$ cat src/rtl/metro_mpi_pkg.sv
`default_nettype none
// ============================================================================
// Module   : metro_mpi_pkg
// Purpose  : Shared constants, flit type and a counter-width helper for the
//            MPI/NoC bridge and its per-channel FIFOs.
// Contents : NOC_NUM_CH, NOC_DATA_W, noc_flit_t, cnt_width()
// Revision : 1.0 - initial release
// ============================================================================
package metro_mpi_pkg;

  localparam int NOC_NUM_CH = 3;
  localparam int NOC_DATA_W = 64;

  typedef logic [NOC_DATA_W-1:0] noc_flit_t;

  // Width of a counter that must hold every value 0..n inclusive.
  function automatic int cnt_width(input int n);
    return (n < 1) ? 1 : $clog2(n + 1);
  endfunction

endpackage
`default_nettype wire

$ cat src/rtl/mpi_chan_fifo.sv
`default_nettype none
// ============================================================================
// Module   : mpi_chan_fifo
// Purpose  : Synchronous single-clock FIFO for one bridge channel direction.
//            A push while full is accepted only if a pop happens in the same
//            cycle; otherwise the flit is dropped and overflow pulses.
// Ports    : clk, rst        - clock, synchronous active-high reset
//            push, push_data - write request and data
//            pop             - read request (ignored when empty)
//            head            - oldest entry (undefined when empty)
//            empty, full     - occupancy flags
//            overflow        - one-cycle pulse on a dropped push
// Revision : 1.0 - initial release
// ============================================================================
module mpi_chan_fifo
  import metro_mpi_pkg::*;
#(
  parameter int DATA_W = 64,
  parameter int DEPTH  = 4
) (
  input  logic              clk,
  input  logic              rst,
  input  logic              push,
  input  logic [DATA_W-1:0] push_data,
  input  logic              pop,
  output logic [DATA_W-1:0] head,
  output logic              empty,
  output logic              full,
  output logic              overflow
);

  localparam int AW = (DEPTH > 1) ? $clog2(DEPTH) : 1;
  localparam int CW = cnt_width(DEPTH);
  localparam logic [CW-1:0] FULL_CNT = CW'(DEPTH);

  logic [DATA_W-1:0] r_mem [DEPTH];
  logic [AW-1:0]     r_wr_ptr;
  logic [AW-1:0]     r_rd_ptr;
  logic [CW-1:0]     r_count;

  logic w_do_push;
  logic w_do_pop;

  assign empty     = (r_count == '0);
  assign full      = (r_count == FULL_CNT);
  assign w_do_pop  = pop & ~empty;
  // A same-cycle pop frees the slot the push needs, so full does not block it.
  assign w_do_push = push & (~full | w_do_pop);
  assign overflow  = push & ~w_do_push;
  assign head      = r_mem[r_rd_ptr];

  // DEPTH is a power of two, so the pointers wrap naturally.
  always_ff @(posedge clk) begin
    if (rst) begin
      r_wr_ptr <= '0;
      r_rd_ptr <= '0;
      r_count  <= '0;
    end else begin
      if (w_do_push) r_wr_ptr <= r_wr_ptr + AW'(1);
      if (w_do_pop)  r_rd_ptr <= r_rd_ptr + AW'(1);
      case ({w_do_push, w_do_pop})
        2'b10:   r_count <= r_count + CW'(1);
        2'b01:   r_count <= r_count - CW'(1);
        default: r_count <= r_count;
      endcase
    end
  end

  // Storage carries no reset; contents are only observed behind empty.
  always_ff @(posedge clk) begin
    if (w_do_push) r_mem[r_wr_ptr] <= push_data;
  end

endmodule
`default_nettype wire

$ cat src/rtl/mpi_noc_bridge.sv
`default_nettype none
// ============================================================================
// Module   : mpi_noc_bridge
// Purpose  : Multi-channel credit-based (valid/yummy) bridge between a tile's
//            NoC ports and the per-cycle MPI exchange layer. Each channel has
//            an outbound FIFO gated by remote credits, an inbound FIFO gated by
//            local credits, and a pending-yummy counter returned to the remote
//            one per exchange.
// Ports    : clk_i, rst_i        - clock, synchronous active-high reset
//            mpi_work_i          - an MPI exchange happens this cycle
//            noc_valid_i/data_i  - tile -> bridge flits
//            noc_yummy_o         - bridge -> tile credit return (registered)
//            noc_valid_o/data_o  - bridge -> tile flits
//            noc_yummy_i         - tile -> bridge credit return
//            tx_valid_o/data_o   - flit to remote this exchange
//            tx_yummy_o          - credit to remote this exchange
//            rx_valid_i/data_i   - flit from remote
//            rx_yummy_i          - credit from remote
//            err_o               - sticky FIFO/credit overflow per channel
// Revision : 1.0 - initial release
// ============================================================================
module mpi_noc_bridge
  import metro_mpi_pkg::*;
#(
  parameter int NUM_CH         = NOC_NUM_CH,
  parameter int DATA_W         = NOC_DATA_W,
  parameter int FIFO_DEPTH     = 4,
  parameter int REMOTE_CREDITS = 4,
  parameter int LOCAL_CREDITS  = 4
) (
  input  logic                     clk_i,
  input  logic                     rst_i,
  input  logic                     mpi_work_i,
  input  logic [NUM_CH-1:0]        noc_valid_i,
  input  logic [NUM_CH*DATA_W-1:0] noc_data_i,
  output logic [NUM_CH-1:0]        noc_yummy_o,
  output logic [NUM_CH-1:0]        noc_valid_o,
  output logic [NUM_CH*DATA_W-1:0] noc_data_o,
  input  logic [NUM_CH-1:0]        noc_yummy_i,
  output logic [NUM_CH-1:0]        tx_valid_o,
  output logic [NUM_CH*DATA_W-1:0] tx_data_o,
  output logic [NUM_CH-1:0]        tx_yummy_o,
  input  logic [NUM_CH-1:0]        rx_valid_i,
  input  logic [NUM_CH*DATA_W-1:0] rx_data_i,
  input  logic [NUM_CH-1:0]        rx_yummy_i,
  output logic [NUM_CH-1:0]        err_o
);

  localparam int RCW = cnt_width(REMOTE_CREDITS);
  localparam int LCW = cnt_width(LOCAL_CREDITS);
  localparam int PW  = cnt_width(FIFO_DEPTH);

  localparam logic [RCW-1:0] RC_MAX   = RCW'(REMOTE_CREDITS);
  localparam logic [LCW-1:0] LC_MAX   = LCW'(LOCAL_CREDITS);
  localparam logic [PW-1:0]  PEND_MAX = PW'(FIFO_DEPTH);

  for (genvar c = 0; c < NUM_CH; c++) begin : g_ch

    logic [DATA_W-1:0] w_out_head;
    logic [DATA_W-1:0] w_in_head;
    logic              w_out_empty;
    logic              w_out_full;
    logic              w_out_ovf;
    logic              w_in_empty;
    logic              w_in_full;
    logic              w_in_ovf;
    logic              w_unused_full;

    logic              w_tx_send;
    logic              w_tile_send;
    logic              w_yummy_send;
    logic              w_rx_push;
    logic              w_rcred_inc;
    logic              w_lcred_inc;
    logic              w_rcred_ovf;
    logic              w_lcred_ovf;

    logic [RCW-1:0]    r_rcred;
    logic [LCW-1:0]    r_lcred;
    logic [PW-1:0]     r_pend;
    logic              r_noc_yummy;
    logic              r_err;

    // Full flags are informational only; push acceptance is decided inside
    // the FIFO, which also reports drops through overflow.
    assign w_unused_full = &{1'b0, w_out_full, w_in_full};

    // All send strobes are held low while reset is asserted so nothing leaves
    // the bridge during the cycle that flushes the buffers.
    assign w_tx_send    = ~rst_i & mpi_work_i & ~w_out_empty & (r_rcred != '0);
    assign w_tile_send  = ~rst_i & ~w_in_empty & (r_lcred != '0);
    assign w_yummy_send = ~rst_i & mpi_work_i & (r_pend != '0);

    // rx_* only carries meaning on an exchange cycle.
    assign w_rx_push   = mpi_work_i & rx_valid_i[c];
    assign w_rcred_inc = mpi_work_i & rx_yummy_i[c];
    assign w_lcred_inc = noc_yummy_i[c];

    // A returned credit coinciding with a send is absorbed by the send, so
    // overflow is only possible when the counter would actually step up.
    assign w_rcred_ovf = w_rcred_inc & ~w_tx_send   & (r_rcred == RC_MAX);
    assign w_lcred_ovf = w_lcred_inc & ~w_tile_send & (r_lcred == LC_MAX);

    mpi_chan_fifo #(
      .DATA_W (DATA_W),
      .DEPTH  (FIFO_DEPTH)
    ) u_out_fifo (
      .clk       (clk_i),
      .rst       (rst_i),
      .push      (noc_valid_i[c]),
      .push_data (noc_data_i[c*DATA_W +: DATA_W]),
      .pop       (w_tx_send),
      .head      (w_out_head),
      .empty     (w_out_empty),
      .full      (w_out_full),
      .overflow  (w_out_ovf)
    );

    mpi_chan_fifo #(
      .DATA_W (DATA_W),
      .DEPTH  (FIFO_DEPTH)
    ) u_in_fifo (
      .clk       (clk_i),
      .rst       (rst_i),
      .push      (w_rx_push),
      .push_data (rx_data_i[c*DATA_W +: DATA_W]),
      .pop       (w_tile_send),
      .head      (w_in_head),
      .empty     (w_in_empty),
      .full      (w_in_full),
      .overflow  (w_in_ovf)
    );

    always_ff @(posedge clk_i) begin
      if (rst_i) begin
        r_rcred     <= RC_MAX;
        r_lcred     <= LC_MAX;
        r_pend      <= '0;
        r_noc_yummy <= 1'b0;
        r_err       <= 1'b0;
      end else begin
        // Remote credits: consumed by tx sends, returned by rx yummies.
        if (w_rcred_inc && !w_tx_send) begin
          if (r_rcred != RC_MAX) r_rcred <= r_rcred + RCW'(1);
        end else if (w_tx_send && !w_rcred_inc) begin
          r_rcred <= r_rcred - RCW'(1);
        end

        // Local credits: consumed by tile sends, returned by tile yummies.
        if (w_lcred_inc && !w_tile_send) begin
          if (r_lcred != LC_MAX) r_lcred <= r_lcred + LCW'(1);
        end else if (w_tile_send && !w_lcred_inc) begin
          r_lcred <= r_lcred - LCW'(1);
        end

        // Every flit handed to the tile frees a remote-visible slot; the
        // yummy for it goes out on a later exchange, one per exchange.
        if (w_tile_send && !w_yummy_send) begin
          if (r_pend != PEND_MAX) r_pend <= r_pend + PW'(1);
        end else if (w_yummy_send && !w_tile_send) begin
          r_pend <= r_pend - PW'(1);
        end

        // Popping the out-FIFO frees a slot the tile may refill.
        r_noc_yummy <= w_tx_send;

        if (w_out_ovf || w_in_ovf || w_rcred_ovf || w_lcred_ovf) begin
          r_err <= 1'b1;
        end
      end
    end

    assign tx_valid_o[c]                   = w_tx_send;
    assign tx_data_o[c*DATA_W +: DATA_W]   = w_tx_send ? w_out_head : '0;
    assign tx_yummy_o[c]                   = w_yummy_send;
    assign noc_valid_o[c]                  = w_tile_send;
    assign noc_data_o[c*DATA_W +: DATA_W]  = w_tile_send ? w_in_head : '0;
    // Registered outputs are masked while reset is held so the bridge is
    // quiet from the first reset cycle, not only after the flush edge.
    assign noc_yummy_o[c]                  = r_noc_yummy & ~rst_i;
    assign err_o[c]                        = r_err & ~rst_i;

  end

endmodule
`default_nettype wire

$ cat config.mk
export PLATFORM = sky130hd
export DESIGN_NAME = mpi_noc_bridge
export DESIGN_NICKNAME = d
export VERILOG_FILES = /design/src/rtl/metro_mpi_pkg.sv /design/src/rtl/mpi_chan_fifo.sv /design/src/rtl/mpi_noc_bridge.sv
export SDC_FILE = /design/constraint.sdc
export NUM_CORES = 1
export LEC_CHECK = 0
export ABC_AREA = 1
export CAP_MARGIN = 0
export CORE_ASPECT_RATIO = 1.25
export CORE_MARGIN = 2
export CORE_UTILIZATION = 29
export CTS_CLUSTER_DIAMETER = 100
export DETAILED_ROUTE_END_ITERATION = 8
export GPL_TIMING_DRIVEN = 0
export MAX_ROUTING_LAYER = met4
export PLACE_DENSITY_LB_ADDON = 0.15
export SLEW_MARGIN = 0
export SYNTH_ARGS = -nofsm -noshare
export SYNTH_HDL_FRONTEND = slang
export SYNTH_SLANG_ARGS = --single-unit
$ cat constraint.sdc
create_clock -name clk_i -period 5.75 [get_ports clk_i]
set_input_delay 0.8625 -clock clk_i [delete_from_list [all_inputs] [get_ports clk_i]]
set_output_delay 0.8625 -clock clk_i [all_outputs]
set_load 0.02 [all_outputs]
* Word level (Yosys, flattened, before mapping) *
Memories as Yosys holds them, arrays and structs flattened. A register that Yosys moved wholly into a read port is not among the register bits.
Index checks and enable logic that the tools add are counted.

word-level totals
  flip-flop bits (word level) = 75
  RAM bits = 1,536
  bits of input ports = 399
  output and inout port bits = 399
  logic and storage cells = 356
  memories kept = 6

memory list
  memory                    words  bits a word  rd ports  clocked after Yosys merged registers in  write ports  RTL line             RTL
  g_ch[0].u_in_fifo.r_mem   4      64           1         1                                        1            mpi_chan_fifo.sv:36  logic [DATA_W-1:0] r_mem [DEPTH];
  g_ch[0].u_out_fifo.r_mem  4      64           1         1                                        1            mpi_chan_fifo.sv:36
  g_ch[1].u_in_fifo.r_mem   4      64           1         1                                        1            mpi_chan_fifo.sv:36
  g_ch[1].u_out_fifo.r_mem  4      64           1         1                                        1            mpi_chan_fifo.sv:36
  g_ch[2].u_in_fifo.r_mem   4      64           1         1                                        1            mpi_chan_fifo.sv:36
  g_ch[2].u_out_fifo.r_mem  4      64           1         1                                        1            mpi_chan_fifo.sv:36

cells by class
  add/subtract/negate cells = 42
  equality and inequality tests = 42
  muxes and demuxes = 63
  bitwise logic cells = 89
  reductions and logical operators = 81

operators with widths
  kind                                                    count
  two-way mux 64 bit                                      6
  two-way mux 3 bit                                       27
  bitwise AND 1 bit                                       58
  adder 3 x 1 -> 3 bit (second input constant)            15
  subtractor 3 x 1 -> 3 bit (second input constant)       15
  == test 3 bit (second input constant)                   12
  one-hot mux 3 bit (2 select lines)                      6
  nonzero test 2 bit                                      15
  inequality test 3 bit (second input constant)           9
  nonzero test 3 bit                                      9
  inverter 1 bit                                          25
  adder 2 x 1 -> 2 bit (second input constant)            12
  two-way mux 2 bit                                       12
  logical AND 1 bit                                       18
  logical NOT 3 bit                                       6
  inequality test 2 x 1 -> 1 bit (second input constant)  9
  AND reduction 2 bit                                     9
  logical NOT 1 bit                                       15
  == test 2 x 1 -> 1 bit (second input constant)          6
  == test 2 bit (second input constant)                   6
  two-way mux 1 bit                                       12
  logical OR 1 bit                                        9
  OR 1 bit                                                6

* Longest topological paths before layout *
Gate-level depths: netlist of the first run.

  depth in word-level cells = 12
  mapped depth = 14

* By module *
Synthesis of the first run repeated with hierarchy kept, for this count alone.

second synthesis, totals
  cells, all modules = 5,307
  area, all modules = 65,275.1 um^2

modules (own cells, without submodules)
  module                                 times used  cells each  area an instance (um^2)  seq. area each (um^2)
  mpi_chan_fifo (g_ch[0].u_in_fifo ...)  4           695         10,004.6                 7,867.5
  mpi_chan_fifo (g_ch[1].u_in_fifo ...)  2           687         9,993.3                  7,867.5
  mpi_noc_bridge                         1           1,153       5,270.1                  660.6

* Worst setup path after synthesis of the first run *
No wires, ideal clock.

  kind = input port to flip-flop
  start = input port rst_i
  end = memory g_ch[1].u_out_fifo.r_mem[0][0], enable pin
  setup time = 0.486 ns
  data arrival time = 4.277 ns
  data required time = 5.264 ns
  slack = 0.987 ns
  stages on the path = 8
  buffers on the path = 1
  path through = inv_2 nand2_1 inv_2 nand3_2 buf_4 nand2_1 nand2_2 nor2_1

between the ends
  word-level cells in the longest chain between the ends = 9

ends and longest elaborated chain
  what                                     RTL line              RTL
  start: declaration                       mpi_noc_bridge.sv:32  input logic rst_i,
  inverter 1 bit                           mpi_noc_bridge.sv:90  assign w_tx_send = ~rst_i & mpi_work_i & ~w_out_empty & (r_rcred != '0);
  bitwise AND 1 bit (3 in a row)           mpi_noc_bridge.sv:90
  bitwise AND 1 bit                        mpi_chan_fifo.sv:46   assign w_do_pop = pop & ~empty;
  OR 1 bit                                 mpi_chan_fifo.sv:48   assign w_do_push = push & (~full | w_do_pop);
  bitwise AND 1 bit                        mpi_chan_fifo.sv:48
  two-way mux 1 bit                        mpi_chan_fifo.sv:71   if (w_do_push) r_mem[r_wr_ptr] <= push_data;
  two-way mux 1 bit (not written as such)  mpi_chan_fifo.sv:71
  end: declaration                         mpi_chan_fifo.sv:36

No other way between the ends.

* Final worst setup path of the first run *
  start = input port mpi_work_i
  end = output port tx_data_o[140]

between the ends
  word-level cells in the longest chain between the ends = 4

ends and longest elaborated chain
  what                            RTL line               RTL
  start: declaration              mpi_noc_bridge.sv:33   input logic mpi_work_i,
  bitwise AND 1 bit (3 in a row)  mpi_noc_bridge.sv:90
  two-way mux 64 bit              mpi_noc_bridge.sv:174  assign tx_data_o[c*DATA_W +: DATA_W] = w_tx_send ? w_out_head : '0;
  end: declaration                mpi_noc_bridge.sv:41   output logic [NUM_CH*DATA_W-1:0] tx_data_o,

No other way between the ends.

==> results of run 1 <==
[cell families after synthesis]
group,after synthesis
AO/OA/AOI/OAI,887
adder cells (fa/ha/maj),43
buffers and inverters,839
flip-flops,1623
AND/OR/NAND/NOR,1806
[synthesized netlist by cell type (9+ instances only)]
library cell and n:
a21oi_1 56, buf_2 110, buf_4 33, buf_6 14, clkbuf_1 152, dfxtp_1 87, edfxtp_1 1536, fa_1 15
ha_1 28, inv_1 498, inv_2 28, nand2_1 476, nand3_1 58, nand4_1 11, nor2_1 1240, o21ai_0 431
o21ai_1 9, o32ai_1 384
[worst paths after layout]
path                                                                  from                                   endpoint  slack [ps]  cells past startpoint
worst max register to register             g_ch[1].r_lcred[0]$_SDFFE_PP0P_  g_ch[1].u_in_fifo.r_count[2]$_SDFFE_PP0P_        2970                     12
worst min register to register  g_ch[2].u_in_fifo.r_rd_ptr[1]$_SDFFE_PP0P_                                  flip-flop         470                      2
worst min-delay path            g_ch[2].u_in_fifo.r_rd_ptr[1]$_SDFFE_PP0P_                                  flip-flop         470                      2
worst max-delay path                                            mpi_work_i                             tx_data_o[140]        1040                      9
[final cells by class]
class	count	share of cell area, %
buffer	312	1.85
antenna	55	0.165
clock buffer	205	5.39
clock inverter	106	1.08
inverter	527	2.38
sequential	1623	57.4
timing repair buffer	849	10.9
multi-input combinational	2736	16.5
tap	2940	4.41
[sequential cells by signal, indices dropped and copies added (netlist names), named ones only]
register / flops
g_ch.r_rcred: 9
g_ch.u_out_fifo.r_mem: 768
g_ch.u_in_fifo.r_count: 9
g_ch.r_lcred: 9
g_ch.u_out_fifo.r_wr_ptr: 6
g_ch.r_err: 3
g_ch.u_in_fifo.r_wr_ptr: 6
g_ch.u_in_fifo.r_rd_ptr: 6
g_ch.r_noc_yummy: 3
g_ch.u_out_fifo.r_count: 9
g_ch.u_in_fifo.r_mem: 768
g_ch.u_out_fifo.r_rd_ptr: 6
g_ch.r_pend: 9
[layer usage]
layer | wire length [µm] | vias to the layer above | GRT usage [%]
li1 | - | 20500 | -
met1 | 84500 | 21600 | 21.8
met2 | 99500 | 1153 | 29.2
met3 | 13700 | 295 | 4.74
met4 | 5370 | 0 | 5.26
met5 | 0 | - | -
[critical path: stages]
cell,delay [ps]
clkdlybuf4s50_1,820
nand2_1,130
inv_2,280
nand3_4,160
inv_2,300
buf_2,360
nand2_1,90
inv_1,170
clkdlybuf4s50_1,640
[metrics by stage]
step | instance area [µm²] | hold WS (ps)
floorplan | 64900 | 436
global placement | 76600 | 453
detailed placement | 77800 | 454
CTS | 83200 | 469
global route | 83400 | 478
finish | 83400 | 467
[report_power, final]
group	switching, W	leakage [nW]	internal [W]
sequential	0.000208	14.7	0.0136
clock	0.00469	2.63	0.00607
combinational	0.00490	12.9	0.00275
==> impl_metrics.ini, run 1 <==
[status]
status = completed

[cts]
path_clk_slew_ps = 60
cts-buffers-inserted = 173
cts_tree = done
hold_buffers = 0
post_cts_resized = 0
cts_max_path_buffers = 3
post-cts-setup-buffers = 0
cts_htree_levels = 4
worstSkewPairLatency_ps = 810
root_buffer = clkbuf_16
clock_sinks = 1623

[final_layout]
finish.utilization_pct = 37.4
fin_cells = 9353
nets = 6664
register_area_um2 = 47900
drive_above_1_share_pct = 8.08
final_common_cell = edfxtp_1
area_growth_pct = 28.4
mostFrequentLayoutCells = edfxtp_1 (1536), nor2_1 (1216), clkdlybuf4s50_1 (797)
multi_input_area_um2 = 13700
nFillCells = 21700

[sta]
worst_pin_slew_ps = 1060
relSlewSlack_pct = 29.4
finalHoldViolCount = 0
fin_ws_ps = 1040
finalSetupTns_ps = 0
clock_skew_ps = 32.7
rsz0062_at_grt = no
slew_violations = 0
fin_crit_sh_pct = 81.9
fin_crit_ps = 4710
setup_viol = 0
fmax_mhz = 212

[global_route]
antenna_found_initial = 83
track_usage_pct = 17.9
grt_pass1_wl_um = 294000
grt_pass1_vias = 43600
grt_remaining_overflow = 0
grt_max_degree = 28

[die]
io_pins = 798
coreArea_um2 = 223000
fp.dieArea_um2 = 228000
start_util_pct = 29.1
die_h_um = 533
die_w_um = 427
row_count = 194

[worst_setup_path]
cp.required_ps = 4890
cp_max_fo = 10
cp-start-kind = input pin
crit_type = input pin to primary output
cp-end-kind = primary output
crit_arrival_ps = 3850

[place]
place.detailed.hpwl_um = 140000
gp_congestion = 0.780
port_buffers = 797
dpl_worst_slack_ps = 805
dp.cells = 8987

[min_path]
hold_class = flip-flop to flip-flop

[synthesis]
yosysTopAreaCell = edfxtp_1
synth_seq_cells = 1623
yosysTopAreaCellShare_pct = 71.0
synthSimpleGateAreaFrac_pct = 10.7
netlist_area_um2 = 64900
synth-xor-area-share_pct = 0
async_reset_ff_share_pct = 0
avgSynthCellArea_um2 = 12.5
yosys-mux-area-fraction_pct = 0
synth_area_leaders = edfxtp_1 (71%), nor2_1 (7.2%), o32ai_1 (5.2%), o21ai_0 (3.3%), inv_1 (2.9%)
yosys_warnings = 0
synth_edf_count = 1536
synthAdderAreaFrac_pct = 1.00
synth_top_family_by_area = simple AND/OR/NAND/NOR gates
synth_compound_area_share_pct = 9.13
ys.flop_type = edfxtp_1
synth_nets = 5640
synth_cells = 5198
seq_area_frac_synth_pct = 73.7
synth_cell_types = 30

[pwr]
finalPower_w = 0.0322
peakVddDrop_uv = 265
p_per_area_nw_per_um2 = 386
leakage_nw = 30.3

[drt]
routed_wl_um = 203000
firstDrtPassIters = 5
wire_per_inst_um = 21.7
drt_iter0_drc = 2434
drc_errors = 0
vias_per_cell = 4.65
antenna_left = 0
via_count = 43500

[flow_run]
drv_cap = 0
No activity file was read; power rests on OpenSTA's default activity.
==> run 2: changes to the inputs <==
==> constraint.sdc (replaced) <==
create_clock -name clk_i -period 4.03 [get_ports clk_i]
set_input_delay 0.6045 -clock clk_i [delete_from_list [all_inputs] [get_ports clk_i]]
set_output_delay 0.6045 -clock clk_i [all_outputs]
set_load 0.02 [all_outputs]
==> run 2 against run 1 <==
  * Utilization is 0.24 points higher
  * Sequential power is 43% higher
  * Cell count is 0.15% higher
  * Hold slack worse by 59 ps
  * Via count is 0.32% lower
  * Sequential share of layout area is 0.37 points lower
  * Global-route usage is 0.11 points higher
  * Clock-buffer cell count is 10 higher
  * Highest routed layer unchanged
==> impl_metrics.ini, run 2 (same netlist as run 1, synthesis figures left out) <==
[pwr]
clkPwrFrac_pct = 34.3
seq_power_share_pct = 42.2
finalPower_w = 0.0466
cellInternalPower_w = 0.0324
p_sw_w = 0.0142
p_per_area_nw_per_um2 = 555
comb_power_share_pct = 23.4
leakage_nw = 30.8
swShare_pct = 30.4
peakVddDrop_uv = 379

[global_route]
grt_max_degree = 28
grt_pass1_vias = 43700
antenna_found_initial = 66
grt_pass1_wl_um = 296000
grt_remaining_overflow = 0
track_usage_pct = 18.0

[die]
start_util_pct = 29.1
io_pins = 798
die_h_um = 533
coreArea_um2 = 223000
row_count = 194
fp.dieArea_um2 = 228000
die_w_um = 427

[sta]
worst_pin_slew_ps = 1050
fin_ws_ps = 134
clock_skew_ps = 44.1
fin_crit_sh_pct = 96.7
rsz0062_at_grt = yes
finalHoldViolCount = 0
fin_crit_ps = 3900
fmax_mhz = 257
relSlewSlack_pct = 30.1
slew_violations = 0
setup_viol = 0
finalSetupTns_ps = 0

[worst_setup_path]
cpPeakStageDelay_ps = 600
cp-end-kind = primary output
crit_arrival_ps = 3290
crit_type = flip-flop to primary output
crit_path_cell_trace = buf_4, buf_4, buf_2, nor2_1, o32ai_1, nand2_1, inv_1, clkdlybuf4s50_1
crit_top_cell = buf_4
cp_max_fo = 10
cp.required_ps = 3430
slowest_stage = clkdlybuf4s50_1
cp-start-kind = flip-flop

[place]
dpl_worst_slack_ps = -370
gp_congestion = 0.806
dpl_cell_area_um2 = 78000
place.detailed.hpwl_um = 142000
port_buffers = 797

[cts]
root_buffer = clkbuf_16
path_clk_slew_ps = 60
clock_sinks = 1623
cts-buffers-inserted = 175
hold_buffers = 0
cts_tree = done
cts_htree_levels = 4
worstSkewPairLatency_ps = 830
cts_max_path_buffers = 3
post_cts_resized = 23
post-cts-setup-buffers = 0

[drt]
firstDrtPassIters = 5
drc_errors = 0
vias_per_cell = 4.63
via_count = 43400
antenna_left = 0
drt_iter0_drc = 2642
wire_per_inst_um = 21.8
routed_wl_um = 205000

[min_path]
hold_class = input pin to flip-flop

[final_layout]
area_growth_pct = 29.2
finalInstanceArea_um2 = 83900
reg_top3 = g_ch.u_in_fifo.r_mem x768, g_ch.u_out_fifo.r_mem x768
mostFrequentLayoutCells = edfxtp_1 (1536), nor2_1 (1216), clkdlybuf4s50_1 (784)
final_common_cell = edfxtp_1
nets = 6669
drive_above_1_share_pct = 8.78

[flow_run]
drv_cap = 0

[status]
status = completed
## run 2: worst max-delay path: cells and delay by family, from the launching register on
kind | cells | cell delay, ps
AO/OA/AOI/OAI | 1 | 540
buffers and inverters | 5 | 1410
flip-flops | 1 | 350
AND/OR/NAND/NOR | 2 | 180
## run 2: area by class of cell
cell class | instances | area, µm²
flip-flops and latches | 1623 | 47900
clock inverters | 110 | 1060
inverters | 527 | 1990
diodes | 52 | 130
clock buffers | 215 | 4610
plain buffers | 311 | 1590
fillers | 21700 | 139000
well taps | 2940 | 3680
repair buffers | 853 | 9210
multi-input cells | 2736 | 13800
## run 2: per-layer routing
| metal | global-route usage [%] | vias up | share of wire (%) |
|---|---|---|---|
| met2 | 28.7 | 1119 | 48 |
| met5 | - | - | 0 |
| met3 | 4.77 | 291 | 6.5 |
| met1 | 22.3 | 21500 | 43 |
| li1 | - | 20500 | - |
| met4 | 5.70 | 0 | 2.6 |
## run 2: worst paths after layout
kind                                               end  slack [ps]                                  startpoint  cells after the start
min           g_ch[1].u_in_fifo.r_mem[3][38]$_DFFE_PP_         410                              rx_data_i[102]                      1
min reg2reg                                  flip-flop         470  g_ch[2].u_in_fifo.r_rd_ptr[1]$_SDFFE_PP0P_                      2
max reg2reg  g_ch[1].u_out_fifo.r_mem[0][21]$_DFFE_PP_        1300             g_ch[1].r_rcred[0]$_SDFFE_PP0P_                      9
max                                     tx_data_o[116]         130                                   flip-flop                      8
## run 2: stage by stage
| stage | hold WS [ps] | instances | utilization, % |
|---|---|---|---|
| after global placement | 451 | 8935 | 34.4 |
| after detailed placement | 465 | 8991 | 35.0 |
| final | 407 | 9367 | 37.6 |
| after floorplan | 436 | 5198 | - |
| after CTS | 308 | 9316 | 37.5 |
| after global routing | 359 | 9363 | 37.6 |
## run 2: power groups by stage
stage | sequential [W] | clock (W) | combinational [W]
finish | 0.0197 | 0.0160 | 0.0109
global route | 0.0198 | 0.0171 | 0.0120
CTS | 0.0197 | 0.0165 | 0.0112
detailed placement | 0.0200 | 0 | 0.0111
global placement | 0.0201 | 0 | 0.0109
floorplan | 0.0200 | 0 | 0.00606
==> run 3: changes to the inputs <==
--- a/config.mk
+++ b/config.mk
@@ -9,7 +9,7 @@
 export CAP_MARGIN = 0
 export CORE_ASPECT_RATIO = 1.25
 export CORE_MARGIN = 2
-export CORE_UTILIZATION = 29
+export CORE_UTILIZATION = 50
 export CTS_CLUSTER_DIAMETER = 100
 export DETAILED_ROUTE_END_ITERATION = 8
 export GPL_TIMING_DRIVEN = 0
==> run 3 against run 2 <==
  * Clock skew down 13 ps
  * Highest routed layer unchanged
  * Hold slack improved by 40 ps
  * Register-to-register slack improved by 20 ps
  * Clock-buffer cell count shrank 10
  * Utilization rose by 26 points
  * Sequential power barely moved
  * Critical path depth rose by 1
  * Critical endpoint is now tx_data_o[62]
==> impl_metrics.ini, run 3 (same netlist as run 1, synthesis figures left out) <==
[sta]
fin_crit_ps = 3910
fin_crit_sh_pct = 97.0
finalHoldViolCount = 0
worst_pin_slew_ps = 955
relSlewSlack_pct = 36.3
rsz0062_at_grt = no
timing.hold.ws_ps = 448
setup_viol = 0
finalSetupTns_ps = 0
slew_violations = 0
clock_skew_ps = 31.0
fmax_mhz = 256

[final_layout]
multi_input_area_um2 = 13700
final_common_cell = edfxtp_1
finalInstanceArea_um2 = 81800
register_area_um2 = 47900
nFillCells = 9700
reg_top3 = g_ch.u_in_fifo.r_mem x768, g_ch.u_out_fifo.r_mem x768
nets = 6651
mostFrequentLayoutCells = edfxtp_1 (1536), nor2_1 (1216), clkdlybuf4s50_1 (796)
fin_cells = 8105
drive_above_1_share_pct = 8.10
area_growth_pct = 26.0

[drt]
drc_errors = 0
via_count = 44200
vias_per_cell = 5.45
firstDrtPassIters = 5
wire_per_inst_um = 21.7
drt_iter0_drc = 3538
routed_wl_um = 176000
antenna_left = 0

[global_route]
met2_usage_pct = 43.4
track_usage_pct = 26.6
grt_remaining_overflow = 0
use_met1_pct = 32.1
grt-busiest-layer = met2
antenna_found_initial = 53
grt_pass1_wl_um = 259000
grt_max_degree = 29
grt_pass1_vias = 43200
grt_use_met3_pct = 6.41

[cts]
root_buffer = clkbuf_16
post_cts_resized = 2
cts_max_path_buffers = 3
worstSkewPairLatency_ps = 790
path_clk_slew_ps = 60
cts_htree_levels = 4
post-cts-setup-buffers = 0
cts-buffers-inserted = 157
cts_tree = done
clock_sinks = 1623
hold_buffers = 0

[worst_setup_path]
cp.required_ps = 3430
cp-start-kind = input pin
crit_type = input pin to primary output
cp_max_fo = 10
r2r_cells = 9
reg2reg_slack_ps = 1320
crit_arrival_ps = 3310
cp-end-kind = primary output

[pwr]
leakage_nw = 30.3
p_per_area_nw_per_um2 = 553
peakVddDrop_uv = 469

[die]
io_pins = 798
coreArea_um2 = 129000
die_w_um = 326
start_util_pct = 50.4
fp.dieArea_um2 = 133000
row_count = 147
die_h_um = 407

[place]
dpl_cell_area_um2 = 76500
place.detailed.hpwl_um = 121000
dp.cells = 7763
gp_congestion = 0.844
port_buffers = 797

[min_path]
worstHoldPathCells = 1
hold_class = input pin to flip-flop

[status]
status = completed

[flow_run]
drv_cap = 0
==> run 3: cell types whose count changed in the layout (fill, tap and decap cells not counted), sizes merged <==
cell,change
clkbuf,-17
inv,-6
buf,+7
clkinv,-28
diode,+5
clkdlybuf4s50,+12
dlymetal6s2s,-9
bufinv,+5
dlygate4sd2,-3
clkinvlp,-1
==> run 3: stage by stage <==
stage	utilization [%]	power, W	worst slack, ps
global route	63.5	0.0470	11.5
global placement	58.3	0.0305	-3840
CTS	63.4	0.0455	11.9
finish	63.6	0.0452	120
detailed placement	59.4	0.0307	-145
floorplan	-	0.0261	-475
==> run 3: per-layer routing <==
metal,share of wire (%),routed length (µm),vias to the layer above
li1,-,-,20400
met1,38,67200,21700
met2,50,87300,1695
met3,8.6,15100,327
met4,3.6,6420,0
met5,0,0,-
==> run 3: path summary, 6_finish.rpt <==
path	start	endpoint
min reg2reg	g_ch[0].u_in_fifo.r_rd_ptr[1]$_SDFFE_PP0P_	flip-flop
max	mpi_work_i	tx_data_o[62]
min	noc_data_i[141]	g_ch[2].u_out_fifo.r_mem[2][13]$_DFFE_PP_
max reg2reg	g_ch[0].r_rcred[0]$_SDFFE_PP0P_	g_ch[0].u_out_fifo.r_mem[0][45]$_DFFE_PP_
==> run 3: worst max-delay path: stages <==
cell and delay, ps:
dlygate4sd2_1 580, nand2_1 130, inv_2 270, nand3_4 160, inv_2 230, buf_2 340, nand2_1 100, inv_1 60
clkdlybuf4s50_1 810
==> run 3: final cells by class <==
| type | count | area share [%] |
|---|---|---|
| diodes | 57 | 0.174 |
| plain buffers | 312 | 1.89 |
| clock buffers | 205 | 5.20 |
| clock inverters | 80 | 1.20 |
| inverters | 527 | 2.42 |
| multi-input cells | 2736 | 16.8 |
| flip-flops and latches | 1623 | 58.5 |
| well taps | 1713 | 2.62 |
| repair buffers | 852 | 11.2 |
==> run 3: power breakdown <==
group | switching, W | total [W] | internal, W
registers | 0.000300 | 0.0197 | 0.0194
logic | 0.00672 | 0.0107 | 0.00394
clock network | 0.00620 | 0.0149 | 0.00869
total | 0.0132 | 0.0452 | 0.0320
